[config.mk]
export PLATFORM = sky130hd
export DESIGN_NAME = led_chain_sequencer
export DESIGN_NICKNAME = d
export VERILOG_FILES = /design/src/rtl/led_chain_sequencer.sv
export SDC_FILE = /design/constraint.sdc
export NUM_CORES = 1
export LEC_CHECK = 0
export ABC_CLOCK_PERIOD_IN_PS = 2400
export CORE_MARGIN = 4
export CORE_UTILIZATION = 35
export CTS_CLUSTER_SIZE = 25
export DETAILED_ROUTE_END_ITERATION = 8
export DONT_BUFFER_PORTS = 1
export GPL_ROUTABILITY_DRIVEN = 1
export GPL_TIMING_DRIVEN = 0
export PLACE_DENSITY_LB_ADDON = 0.08
export SYNTH_ARGS = -nofsm -noshare
export SYNTH_HDL_FRONTEND = slang
export SYNTH_SLANG_ARGS = --single-unit
[constraint.sdc]
create_clock -name clk -period 2.4 [get_ports clk]
set_input_delay 0.48 -clock clk [delete_from_list [all_inputs] [get_ports clk]]
set_output_delay 0.48 -clock clk [all_outputs]
set_load 0.005 [all_outputs]
[src/rtl/led_chain_sequencer.sv]
// Frame sequencer for a WS2812B chain. It snapshots an on/off vector at frame
// start, feeds one GRB word per LED to led_driver, then enforces an idle gap.
module led_chain_sequencer #(
  parameter int          NUM_LEDS     = 16,
  parameter logic [23:0] COLOR_ON     = 24'h00ff00,
  parameter logic [23:0] COLOR_OFF    = 24'h000000,
  parameter int          GAP_CYCLES   = 27_000,
  parameter bit          AUTO_REFRESH = 1'b0
) (
  input  logic                        clk,
  input  logic                        rst,
  input  logic                        start,
  input  logic [NUM_LEDS-1:0]         bits,
  output logic                        drv_ready,
  output logic [23:0]                 drv_rgb,
  input  logic                        drv_busy,
  input  logic                        drv_latched,
  output logic [$clog2(NUM_LEDS)-1:0] led_idx,
  output logic                        frame_active,
  output logic                        frame_done
);

  localparam int IW = $clog2(NUM_LEDS);
  localparam int GW = $clog2(GAP_CYCLES + 1);
  localparam logic [IW-1:0] LAST_IDX = IW'(NUM_LEDS - 1);
  localparam logic [GW-1:0] GAP_LOAD = GW'(GAP_CYCLES - 1);

  typedef enum logic [2:0] {IDLE, SNAPSHOT, FEED, DRAIN, GAP} state_t;

  state_t              state_q, state_d;
  logic [NUM_LEDS-1:0] shadow_q, shadow_d;
  logic [IW-1:0]       idx_q, idx_d;
  logic [GW-1:0]       gap_q, gap_d;
  logic                pending_q, pending_d;

  always_ff @(posedge clk or negedge rst) begin
    if (!rst) begin
      state_q   <= IDLE;
      shadow_q  <= '0;
      idx_q     <= '0;
      gap_q     <= '0;
      pending_q <= 1'b0;
    end else begin
      state_q   <= state_d;
      shadow_q  <= shadow_d;
      idx_q     <= idx_d;
      gap_q     <= gap_d;
      pending_q <= pending_d;
    end
  end

  always_comb begin
    state_d   = state_q;
    shadow_d  = shadow_q;
    idx_d     = idx_q;
    gap_d     = gap_q;
    pending_d = pending_q;
    // Requests while busy collapse into one deferred frame.
    if (start && (state_q != IDLE)) pending_d = 1'b1;
    case (state_q)
      IDLE: begin
        if (start || pending_q || AUTO_REFRESH) begin
          state_d   = SNAPSHOT;
          pending_d = 1'b0;
        end
      end
      SNAPSHOT: begin
        shadow_d = bits;
        idx_d    = '0;
        state_d  = FEED;
      end
      FEED: begin
        if (drv_latched) begin
          if (idx_q == LAST_IDX) begin
            idx_d   = '0;
            state_d = DRAIN;
          end else begin
            idx_d = idx_q + IW'(1);
          end
        end
      end
      DRAIN: begin
        if (!drv_busy) begin
          gap_d   = GAP_LOAD;
          state_d = GAP;
        end
      end
      GAP: begin
        if (gap_q == '0) state_d = IDLE;
        else             gap_d   = gap_q - GW'(1);
      end
      default: state_d = IDLE;
    endcase
  end

  // Outputs decode straight from state so reset drops them without a clock.
  assign drv_ready    = (state_q == FEED);
  assign frame_active = (state_q == SNAPSHOT) || (state_q == FEED) || (state_q == DRAIN);
  assign frame_done   = (state_q == DRAIN) && !drv_busy;
  assign led_idx      = idx_q;
  assign drv_rgb      = shadow_q[idx_q] ? COLOR_ON : COLOR_OFF;

endmodule

==> run metrics, run 1 <==
status finished, final reports clean; mapped cell area 2190 sq um; worst endpoint required time 1.92 ns; RSZ-0062 raised after global routing yes; vias in the first global route 1525; area of the multi-input gates 1070 sq um; sequential fraction of the synthesis area 0.445; reg2reg setup slack 0.41 ns; Setup violations, final 0; Tot GR Track Use 0.130; Final Hold Viols 0; first-pass GRT wire length 7580 um; hpwl dp 3400 um; crit path capture type output port; Worst Reg2Reg Path Length in Cells 4; Crit Reg-Reg Startpoint state_q[2]$_DFFE_PN0P_; Worst R2R End shadow_q[15]$_DFFE_PN0P_; clk buf depth 2; Num CTS Buffers 5; fin cells roughly 300; Starting DRT DRC Count 41; routed vias 1511; core area 5990 sq um; Final Util 0.418; Worst Path Arrival 1.87 ns; Post-Synthesis Cells 202; Pins Over Slew Limit 0; Layout fillers 583; FF+latch area 978 sq um; element type at the critical path start register; Pleak approximately 0.0011 uW; worst skew pair latency 0.29 ns; DR vias/cell 5.00; Syn Area/Cell 10.9 sq um; actual slew at the worst max-slew pin 0.600 ns; largest net degree at the start of global routing 40; Core Rows 28; sinks on the clock net 39; Worst-path clk slew 0.08 ns; die outline width 87.2 um; aggregate routed wire length about 4500 um; Max Cap Viol 0; total power 2680 uW; Initial Utilization 0.366; Max VDD drop around 450 uV; first-pass detailed-route iteration total 4; Die Ht 87.2 um; WS Path Type register to output port; Worst slew margin 0.599; worst-path fanout max 8; grt total ovfl 0; Post-synth EDFFs 0; io pins 52; clock root buffer master clkbuf_8; area delta synth->final 14.2%; post-layout min period roughly 2.3 ns; Synth Flop Type dfrtp_1; number of diodes 0; Die ar. ~7600 sq um; wire per inst ~15 um; Final #Nets 250; Hold Crit Class input port to async pin; Final Skew 0.00690 ns; gpl congestion ~0.8; drt drc 0; power per cell area 1070 nW/um^2; fmax 0.426 GHz; share of layout cells above drive strength 1 0.317; Synth warnings 0; TritonCTS clock tree done; Yosys cell types 48; # H-tree levels 2; antenna-violating nets left 0; crit share post-route 0.979; synthesized flop and latch total 39; initial antenna violation count 0; placed cell count 292; FFs w/ async S/R, synth 1.00; Port Buffers 0
[cell usage after synthesis, types with 2 or more instances]
cell type,count,area share
clkbuf_1,3,0.0051
nand4_1,5,0.014
a31oi_1,2,0.0057
mux4_2,2,0.021
dfrtp_1,39,0.44
mux2i_1,16,0.073
o21ai_0,5,0.011
buf_2,3,0.0068
a211oi_1,2,0.0068
mux2_2,16,0.082
nand3_1,5,0.011
nand2_1,14,0.024
a21oi_1,2,0.0046
nor2_1,14,0.024
and2_1,4,0.011
o31ai_1,2,0.0068
a221oi_1,2,0.0080
nor2b_1,3,0.0086
nor3_1,3,0.0068
ha_1,2,0.011
nor4_1,3,0.0086
buf_4,24,0.082
inv_1,4,0.0068
nand4b_1,3,0.012
[power breakdown]
| part | internal (uW) | leakage [uW] | switching [uW] | total (uW) |
|---|---|---|---|---|
| combinational | 629 | 0.000624 | 523 | 1150 |
| sequential | 893 | 0.000449 | 185 | 1080 |
| clock | 226 | 0.0000470 | 224 | 450 |
[cell families after synthesis]
group / count (synthesis) / synth area share
simple gates: 71 / 0.198
flops: 39 / 0.445
buf+inv: 35 / 0.106
mux: 34 / 0.176
compound gates: 20 / 0.0627
fa+ha+maj: 2 / 0.0114
other cells: 1 / 0.00171
[what timing repair did]
item | in CTS | in global routing
pin swaps | 2 | 2
cloned | 1 | 0
setup endpoints to repair | 8 | 7
buffers inserted | 1 | 0
hold buffers | 1 | 0
resized for setup | 6 | 6
endpoints found under the hold margin | 39 | 0
[how the worst max path moves through the flow]
stage                      startpoint          end  slack, ns  depth (start not counted)
2_1_floorplan  led_idx[0]$_DFFE_PN0P_  drv_rgb[10]       0.30                          5
3_3_place_gp   led_idx[0]$_DFFE_PN0P_  drv_rgb[10]       0.08                          5
3_5_place_dp   led_idx[0]$_DFFE_PN0P_   drv_rgb[9]       0.06                          5
4_1_cts        led_idx[0]$_DFFE_PN0P_   drv_rgb[9]      -0.03                          5
5_1_grt        led_idx[0]$_DFFE_PN0P_  drv_rgb[12]      -0.01                          5
6_report       led_idx[0]$_DFFE_PN0P_   drv_rgb[9]       0.05                          5
[sequential cells by signal, summed over array words and instances, names as in the netlist]
| name | count |
|---|---|
| shadow_q | 16 |
| gap_q | 15 |
| led_idx | 4 |
| state_q | 3 |
| pending_q | 1 |
[critical path, stage by stage (launching register included)]
cell     delay, ns
dfrtp_2       0.41
buf_6         0.15
mux4_2        0.53
a22oi_2       0.22
nand2_4       0.11
buf_4         0.15
[layout make-up]
type | instances | share of cell area
buffer | 31 | 0.0909
sequential | 39 | 0.390
clock buffer | 6 | 0.0330
clock inverter | 1 | 0.00200
multi-input combinational | 143 | 0.426
timing repair buffer | 3 | 0.0145
tap | 75 | 0.0374
inverter | 4 | 0.00599
[metal layers]
metal | up-vias | wire length (um) | global-route usage
met1 | 727 | 1990 | 0.170
met5 | - | 0 | 0
met3 | 6 | 402 | 0.0530
met4 | 0 | 56 | 0.0377
met2 | 44 | 2040 | 0.197
li1 | 734 | - | -
[through the flow]
stage	TNS [ns]	instance area (sq um)	hold slack [ns]	worst slack (ns)
after floorplan	0	2250	0.184	0.303
after global placement	0	2340	0.186	0.0824
after detailed placement	0	2340	0.185	0.0562
after CTS	-0.182	2490	0.0305	-0.0270
after global routing	-0.0782	2510	0.0316	-0.0144
final	0	2510	0.0230	0.0515
[cell usage in the layout (no fill, tap or decap), types with 4 or more instances in the layout]
cell       n
and2_1     4
buf_4     23
buf_6      4
clkbuf_8   6
conb_1    16
dfrtp_1   37
inv_1      4
mux2_2    16
mux2i_1   16
nand2_1   13
nand3_1    5
nand4_1    5
nor2_1    14
o21ai_0    4
Note: power is estimated with default switching activity, not from simulation.
==> run 2: changes to the inputs <==
Settings changed: CORE_ASPECT_RATIO from default to 1.4, SLEW_MARGIN from default to 20.
==> run metrics, run 2 (same netlist as run 1, synthesis figures left out) <==
status finished with violations; failing checks setup timing; Worst R2R End shadow_q[10]$_DFFE_PN0P_; die outline width 74.9 um; Cell Chain, Critical Path buf_6 -> mux4_2 -> a22oi_2 -> nand2_4 -> buf_6; Max Cap Viol 0; Pins Over Slew Limit 0; number of diodes 0; Place WS 0.0271 ns; worst endpoint required time 1.92 ns; Setup violations, final 7; wire per inst around 16 um; Layout fillers 568; setup total negative slack -0.104 ns; most used cell, CP buf_6; Port Buffers 0; clock root buffer master clkbuf_8; Final Skew around 0.0083 ns; Worst setup endpoint drv_rgb[14]; power per cell area 1160 nW/um^2; vias in the first global route 1546; Worst-path clk slew 0.08 ns; Core Rows 33; Tot GR Track Use 0.130; Hold Crit Class input port to async pin; actual slew at the worst max-slew pin 0.602 ns; # H-tree levels 2; worst-path fanout max 8; core area 5990 sq um; WS Path Type register to output port; Die Ht 102 um; commonest non-fill, non-tap cell in the layout dfrtp_1; first-pass detailed-route iteration total 4; fmax 0.414 GHz; first-pass GRT wire length 7510 um; grt total ovfl 0; Final Hold Viols 0; Final Util 0.428; Worst Reg2Reg Path Length in Cells 4; area delta synth->final 16.8%; routed vias 1533; clk buf depth 2; share of layout cells above drive strength 1 0.307; Worst Slack Setup Final -0.0155 ns; Final #Nets 250; element type at the critical path start register; TritonCTS clock tree done; final instance area 2560 sq um; DR vias/cell around 5.1; drt drc 0; worst skew pair latency 0.29 ns; Crit path largest cell delay about 0.52 ns; Crit Reg-Reg Startpoint state_q[2]$_DFFE_PN0P_; Worst Path Arrival 1.94 ns; Largest register FFs 16; crit path capture type output port; initial antenna violation count 0; Num CTS Buffers 5; crit-path leading delay family multiplexers; Biggest register shadow_q; reg2reg setup slack 0.41 ns; sinks on the clock net 39; gpl congestion around 0.81; antenna-violating nets left 0; Starting DRT DRC Count 50; Hold WS roughly 0.022 ns; RSZ-0062 raised after global routing yes; post-layout min period 2.42 ns; io pins 52; WP buf/inv 2; aggregate routed wire length 4770 um; Pleak approximately 0.0011 uW; crit share post-route 1.01; Area after DPL 2340 sq um; Die ar. between 7000 and 8000 sq um; largest net degree at the start of global routing 40; Worst slew margin 0.598; Max VDD drop 512 uV; Initial Utilization 0.367; WP depth 5; hpwl dp 3530 um; CP max stage cell mux4_2; crit path from led_idx[0]$_DFFE_PN0P_; commonest cells after routing, fill and taps aside 39 x dfrtp_1, 19 x buf_4, 16 x mux2i_1, 16 x mux2_2, 16 x conb_1
## run 2: cell types whose count changed in the layout (fill, tap and decap cells not counted), sizes merged
cell	change
bufinv	+2
clkinv	-1
## run 2: how the worst min path moves through the flow
stage               cells after the start                  endpoint  from
finish                                  1  shadow_q[14]$_DFFE_PN0P_   rst
global route                            1  shadow_q[14]$_DFFE_PN0P_   rst
CTS                                     1  shadow_q[14]$_DFFE_PN0P_   rst
detailed placement                      0    led_idx[1]$_DFFE_PN0P_   rst
global placement                        0    led_idx[1]$_DFFE_PN0P_   rst
floorplan                               0      gap_q[0]$_DFFE_PN0P_   rst
## run 2: layout make-up
type                    instances  area [sq um]  share of cell area
multi-input cells             143          1070               0.416
flip-flops and latches         39           976               0.381
plain buffers                  31           250              0.0976
well taps                      70          87.6              0.0342
clock buffers                   6          72.6              0.0283
clock inverters                 2          60.1              0.0234
repair buffers                  3          35.0              0.0137
inverters                       4          15.0             0.00586
## run 2: routing by layer
layer | vias to the layer above | track usage | wire length (um)
met2 | 33 | 0.236 | 2600
li1 | 733 | - | -
met4 | 0 | 0.0493 | 85
met1 | 759 | 0.141 | 1830
met5 | - | 0 | 0
met3 | 8 | 0.0338 | 247
## run 2: what timing repair did
item	in CTS	in global routing
endpoints found under the setup margin	8	7
buffers inserted	2	0
hold buffers	1	0
pin swaps	2	0
endpoints found under the hold margin	39	0
resized for setup	15	0
## run 2: where the power goes
part | switching (uW) | total (uW) | internal (uW) | leakage [uW]
clock | 226 | 641 | 416 | 0.0000654
sequential | 183 | 1070 | 890 | 0.000452
combinational | 556 | 1250 | 693 | 0.000630
## run 2: per-stage QoR
step	power (uW)	std cells
floorplan	1930	217
global placement	2120	287
detailed placement	2170	287
CTS	3010	298
global route	3180	298
finish	2960	298
